$ cat src/rtl/coin_pkg.sv
// Shared coin definitions for the coin accumulator and the downstream vending FSM:
// coin_type encodings, accumulator state enum, bus width and coin value decode.
package coin_pkg;

  localparam int CREDIT_W = 5;

  typedef enum logic [1:0] {
    COIN_NONE = 2'b00,
    COIN_5    = 2'b01,
    COIN_10   = 2'b10,
    COIN_BAD  = 2'b11
  } coin_type_e;

  typedef enum logic [1:0] {
    ST_IDLE    = 2'b00,
    ST_COLLECT = 2'b01,
    ST_OFFER   = 2'b10,
    ST_REFUND  = 2'b11
  } coin_state_e;

  // Face value of a coin; invalid encodings are worth 0 so they can never be accepted.
  function automatic logic [3:0] coin_value(input logic [1:0] coin_type);
    logic [3:0] value;
    case (coin_type)
      COIN_5:  value = 4'd5;
      COIN_10: value = 4'd10;
      default: value = 4'd0;
    endcase
    return value;
  endfunction

endpackage

$ cat src/rtl/coin_accumulator.sv
// Coin accumulator: collects coins into credit, offers settled credit on a valid/ack
// handshake, rejects over-limit coins and refunds on cancel. COIN_AUTO_REFUND_EN adds an OFFER watchdog.
module coin_accumulator #(
  parameter int CREDIT_W      = coin_pkg::CREDIT_W,
  parameter int MAX_CREDIT    = 15,
  parameter int SETTLE_CYCLES = 8
) (
  input  logic                clk,
  input  logic                rst,
  input  logic                coin_valid,
  input  logic [1:0]          coin_type,
  input  logic                cancel,
  input  logic                vend_ack,
  output logic [CREDIT_W-1:0] credit,
  output logic                credit_valid,
  output logic                coin_reject,
  output logic                refund_valid,
  output logic [CREDIT_W-1:0] refund_amt
);
  import coin_pkg::*;

  // Handshake: credit_valid stays high with credit stable until vend_ack is seen;
  // the credit is consumed and cleared on the edge where both are high.

  localparam int TIMER_W = (SETTLE_CYCLES > 1) ? $clog2(SETTLE_CYCLES) : 1;
  localparam logic [TIMER_W-1:0]  SETTLE_LAST = TIMER_W'(SETTLE_CYCLES - 1);
  localparam logic [CREDIT_W:0]   MAX_EXT     = (CREDIT_W + 1)'(MAX_CREDIT);

  coin_state_e         state_q, state_d;
  logic [CREDIT_W-1:0] credit_q, credit_d;
  logic [TIMER_W-1:0]  timer_q, timer_d;
  logic                credit_valid_q, credit_valid_d;
  logic                coin_reject_q, coin_reject_d;
  logic                refund_valid_q, refund_valid_d;
  logic [CREDIT_W-1:0] refund_amt_q, refund_amt_d;

  logic [CREDIT_W:0]   sum;
  logic                coin_ok;
  logic                hits_max;
  logic                wd_expired;

`ifdef COIN_AUTO_REFUND_EN
  localparam int WD_CYCLES = 16 * SETTLE_CYCLES;
  localparam int WD_W      = $clog2(WD_CYCLES);
  localparam logic [WD_W-1:0] WD_LAST = WD_W'(WD_CYCLES - 1);

  logic [WD_W-1:0] wd_q, wd_d;

  // Counts cycles spent in OFFER; held at zero everywhere else.
  always_comb begin
    wd_d       = (state_q == ST_OFFER) ? wd_q + 1'b1 : '0;
    wd_expired = (state_q == ST_OFFER) && (wd_q == WD_LAST);
  end

  always_ff @(posedge clk or posedge rst) begin
    if (rst) wd_q <= '0;
    else     wd_q <= wd_d;
  end
`else
  assign wd_expired = 1'b0;
`endif

  always_comb begin
    sum      = {1'b0, credit_q} + (CREDIT_W + 1)'(coin_value(coin_type));
    coin_ok  = coin_valid && (coin_value(coin_type) != 4'd0) && (sum <= MAX_EXT);
    hits_max = (sum == MAX_EXT);
  end

  always_comb begin
    state_d        = state_q;
    credit_d       = credit_q;
    timer_d        = timer_q;
    credit_valid_d = 1'b0;
    coin_reject_d  = 1'b0;
    refund_valid_d = 1'b0;
    refund_amt_d   = '0;

    case (state_q)
      ST_IDLE: begin
        if (coin_ok) begin
          credit_d = sum[CREDIT_W-1:0];
          timer_d  = '0;
          if (hits_max) begin
            state_d        = ST_OFFER;
            credit_valid_d = 1'b1;
          end else begin
            state_d = ST_COLLECT;
          end
        end else begin
          coin_reject_d = coin_valid;
        end
      end

      ST_COLLECT: begin
        // Cancel beats a same-cycle coin, so the refund never includes that coin.
        if (cancel) begin
          state_d        = ST_REFUND;
          refund_valid_d = 1'b1;
          refund_amt_d   = credit_q;
          coin_reject_d  = coin_valid;
          timer_d        = '0;
        end else if (coin_ok) begin
          credit_d = sum[CREDIT_W-1:0];
          timer_d  = '0;
          if (hits_max) begin
            state_d        = ST_OFFER;
            credit_valid_d = 1'b1;
          end
        end else begin
          coin_reject_d = coin_valid;
          if (timer_q == SETTLE_LAST) begin
            state_d        = ST_OFFER;
            credit_valid_d = 1'b1;
            timer_d        = '0;
          end else begin
            timer_d = timer_q + 1'b1;
          end
        end
      end

      ST_OFFER: begin
        coin_reject_d = coin_valid;
        if (vend_ack) begin
          state_d  = ST_IDLE;
          credit_d = '0;
        end else if (cancel || wd_expired) begin
          state_d        = ST_REFUND;
          refund_valid_d = 1'b1;
          refund_amt_d   = credit_q;
        end else begin
          credit_valid_d = 1'b1;
        end
      end

      ST_REFUND: begin
        coin_reject_d = coin_valid;
        credit_d      = '0;
        state_d       = ST_IDLE;
      end

      default: begin
        state_d  = ST_IDLE;
        credit_d = '0;
        timer_d  = '0;
      end
    endcase
  end

  always_ff @(posedge clk or posedge rst) begin
    if (rst) begin
      state_q        <= ST_IDLE;
      credit_q       <= '0;
      timer_q        <= '0;
      credit_valid_q <= 1'b0;
      coin_reject_q  <= 1'b0;
      refund_valid_q <= 1'b0;
      refund_amt_q   <= '0;
    end else begin
      state_q        <= state_d;
      credit_q       <= credit_d;
      timer_q        <= timer_d;
      credit_valid_q <= credit_valid_d;
      coin_reject_q  <= coin_reject_d;
      refund_valid_q <= refund_valid_d;
      refund_amt_q   <= refund_amt_d;
    end
  end

  assign credit       = credit_q;
  assign credit_valid = credit_valid_q;
  assign coin_reject  = coin_reject_q;
  assign refund_valid = refund_valid_q;
  assign refund_amt   = refund_amt_q;

endmodule

$ cat config.mk
export PLATFORM = sky130hd
export DESIGN_NAME = coin_accumulator
export DESIGN_NICKNAME = d
export VERILOG_FILES = /design/src/rtl/coin_pkg.sv /design/src/rtl/coin_accumulator.sv
export SDC_FILE = /design/constraint.sdc
export NUM_CORES = 1
export LEC_CHECK = 0
export CAP_MARGIN = 10
export CELL_PAD_IN_SITES_DETAIL_PLACEMENT = 1
export CELL_PAD_IN_SITES_GLOBAL_PLACEMENT = 1
export CORE_MARGIN = 2
export CORE_UTILIZATION = 43
export CTS_CLUSTER_DIAMETER = 80
export CTS_CLUSTER_SIZE = 28
export DETAILED_ROUTE_END_ITERATION = 8
export PLACE_DENSITY_LB_ADDON = 0.1
export SYNTH_ARGS = -nofsm -noshare
export SYNTH_HDL_FRONTEND = slang
export SYNTH_SLANG_ARGS = --single-unit
$ cat constraint.sdc
create_clock -name clk -period 4.4 [get_ports clk]
set_clock_uncertainty 0.2 [all_clocks]
set_input_delay 1.1 -clock clk [delete_from_list [all_inputs] [get_ports clk]]
set_output_delay 1.1 -clock clk [all_outputs]
set_load 0.1 [all_outputs]
==> summary.md <==
| Metric | Value |
|---|---|
| Hold Path Class | `flip-flop to flip-flop` |
| Setup TNS | `0 ns` |
| Slew HR | `35.4%` |
| Via count | `1044` |
| Synthesized Nets | `150` |
| Cts hold-fix bufs | `0` |
| CTS buffer count | `3` |
| YS warnings | `0` |
| FFs w/ async S/R, synth | `100%` |
| Placer congestion estimate | `0.842` |
| Max Fanout on Critical Path | `10` |
| Status | `complete, no violations` |
| Root Driver | `clkbuf_4` |
| Mux cell area share after synthesis | `roughly 1.8%` |
| Primary FF master, synth | `dfrtp_1` |
| Layout cells sized above 1 | `7.24%` |
| H-tree depth | `1` |
| Average routed wire per standard cell | `between 15 and 20 um` |
| Hold endpoint | `timer_q[1]` |
| Most frequent cells in the layout | `clkdlybuf4s50_1 (19), dfrtp_1 (18), ha_1 (13)` |
| Num rows | `19` |
| Hold Path Origin | `timer_q[1]` |
| Reg2reg start | `credit[2]` |
| Actual slew at the worst max-slew pin | `0.966 ns` |
| Total of max-cap violations | `0` |
| Unrepaired setup endpoints after global routing | `no` |
| DRT Pass-1 Iters | `3` |
| Critical Path AT | `approximately 4.1 ns` |
| Synth Area in Compound Gates | `21.6%` |
| Resized Gates After CTS | `0` |
| DR DRC count | `0` |
| Nets | `173` |
| Syn avg cell area | `between 9 and 10 um2` |
| DRT iter0 DRCs | `22` |
| Hpwl dp | `about 2.4 mm` |
| Synth area leader | `dfrtp_1` |
| Synth Area in XOR/XNOR | `3.62%` |
| Worst Hold Margin | `0.355 ns` |
| Flop-to-flop setup slack | `roughly 1.5 ns` |
| CP Capture Type | `flip-flop` |
| CTS Buffer Depth | `2` |
| Synth Register Bits | `18` |
| # diodes | `0` |
| Hold Fails Final Rpt | `0` |
| Crit path kind | `primary input to flip-flop` |
| P&R area growth vs syn | `22.1%` |
| Global-route wire length before repair | `5.01 mm` |
| Number of global-route vias before repair | `1144` |
| Synth top area share | `37.2%` |
| Initial core utilization | `44.6%` |
| Routed WL | `~2.9 mm` |
| Reg2reg path depth | `7` |
| R2R Path End | `credit[3]` |
| # IOs | `20` |
| Crit start category | `primary input` |
| Hold path depth | `2` |
| Seq/Total Area, Yosys | `a little under two fifths` |
| Leak pwr | `0.695 nW` |
| Fmax | `246 MHz` |
| Finish-stage setup viols | `0` |
| Port Buffers | `19` |
| Worst vdd ir | `0.554 mV` |
| Distinct cells, synth | `42` |
| Req. time, crit path | `4.44 ns` |
| Fin. max-slew vios | `0` |
| Post-DRT Antenna Nets | `0` |
| Worst-path clk slew | `0.11 ns` |
| Die area | `3250 um2` |
| Cells after synthesis | `130` |
| Fin crit period | `4.07 ns` |
| Core area | `approximately 2700 um2` |
| Vias per cell | `5.70` |
| Largest net degree at the start of global routing | `19` |
| Synthesized-area fraction occupied by adder cells | `13.4%` |
| GRT Total Usage | `19.8%` |
| Die W | `57.0 um` |
| Postcts setup bufs | `0` |
| Power Density | `roughly 650 nW/um2` |
| Tcrit/Tclk final | `between 90% and 100%` |
| Die height | `57.0 um` |
| Clock sinks | `18` |
| CTS tree | `yes` |
| Most common cell after layout, fill and taps aside | `clkdlybuf4s50_1` |
| Synth area leaders | `dfrtp_1 (37%), ha_1 (13%), inv_1 (3.7%), o21ai_0 (2.9%), nand2_1 (2.8%)` |
| Clk Latency, worst-skew pair | `0.30 ns` |
| Largest family of logic cells by synthesized area | `compound AO/OA/AOI/OAI gates` |
| Netlist Area Pre-Place | `around 1200 um2` |
| GR Overflow Total | `0` |
| EDFF count, synth | `0` |
| Initial antenna violation count | `0` |
| Simple-gate portion of the synthesized area | `17.6%` |
| Fillers | `324` |
==> worst max-delay path by stage <==
stage          slack [ns]    endpoint          from  depth (start not counted)
6_report             0.33   credit[3]  coin_type[0]                         11
5_1_grt              0.18   credit[3]  coin_type[0]                         11
4_1_cts              0.33   credit[3]  coin_type[0]                         11
2_1_floorplan        0.71   credit[3]  coin_type[1]                          9
3_3_place_gp         0.12   credit[3]  coin_type[1]                         10
3_5_place_dp         0.02  state_q[1]  coin_type[1]                         10
==> metal layers <==
metal / track usage (%) / up-vias / wire [um]
met5: 0 / - / 0
met4: 6.98 / 0 / 42
met3: 3.17 / 5 / 87
met2: 34.8 / 20 / 1480
met1: 24.5 / 511 / 1250
li1: - / 508 / -
==> where the power goes <==
group	internal (W)	leakage [nW]	total (W)	switching, W
Combinational	0.000186	0.433	0.000595	0.000409
Clock	0.0000505	0.0210	0.000105	0.0000543
Sequential	0.000210	0.242	0.000258	0.0000482
Total	0.000446	0.695	0.000958	0.000512
==> flip-flops by register name (all words and copies together), names as in the netlist <==
register      count
state_q           2
refund_amt        5
timer_q           3
coin_reject       1
refund_valid      1
credit            5
credit_valid      1
==> worst max-delay path, cell delays in order <==
cell,delay [ns]
clkdlybuf4s50_1,0.52
inv_1,0.08
ha_1,0.28
xor2_1,0.31
ha_1,0.25
a21oi_1,0.07
o21ai_0,0.28
nand2_1,0.15
o31a_1,0.42
or4_1,0.54
nand3_1,0.09
==> cells in the mapped netlist, types with 3 or more instances <==
master / instances
nor2b_1: 3
xnor2_1: 3
nor2_1: 8
a21oi_1: 5
nor3_1: 3
nand2b_1: 3
nand3_1: 5
o21ai_0: 7
inv_1: 12
ha_1: 13
dfrtp_1: 18
nand2_1: 9
a211o_1: 3
and2_1: 5
==> kinds of logic (layout without fill, tap and decap cells) <==
group / Yosys count / after routing
XOR/XNOR: 5 / 5
buffers and inverters: 15 / 37
flip-flops: 18 / 18
AND/OR/NAND/NOR: 41 / 41
multiplexers: 2 / 2
adder cells (fa/ha/maj): 13 / 13
AO/OA/AOI/OAI: 36 / 36
==> final cells by class <==
type	instances	area [um2]	area share, %
inverter	12	45.0	3.05
sequential	18	450	30.5
timing repair buffer	21	205	13.9
clock buffer	4	36.3	2.46
tap	31	38.8	2.62
multi-input combinational	97	702	47.5
==> metrics by stage <==
step | utilization (%) | area (um2) | total power [W] | instances | worst slack (ns)
2_1_floorplan | - | 1210 | 0.000707 | 130 | 0.707
3_3_place_gp | 53.2 | 1440 | 0.000838 | 179 | 0.119
3_5_place_dp | 53.2 | 1440 | 0.000859 | 179 | 0.0168
4_1_cts | 54.5 | 1480 | 0.000965 | 183 | 0.329
5_1_grt | 54.5 | 1480 | 0.00103 | 183 | 0.183
6_report | 54.5 | 1480 | 0.000958 | 183 | 0.331
Note: power is estimated with default switching activity, not from simulation.
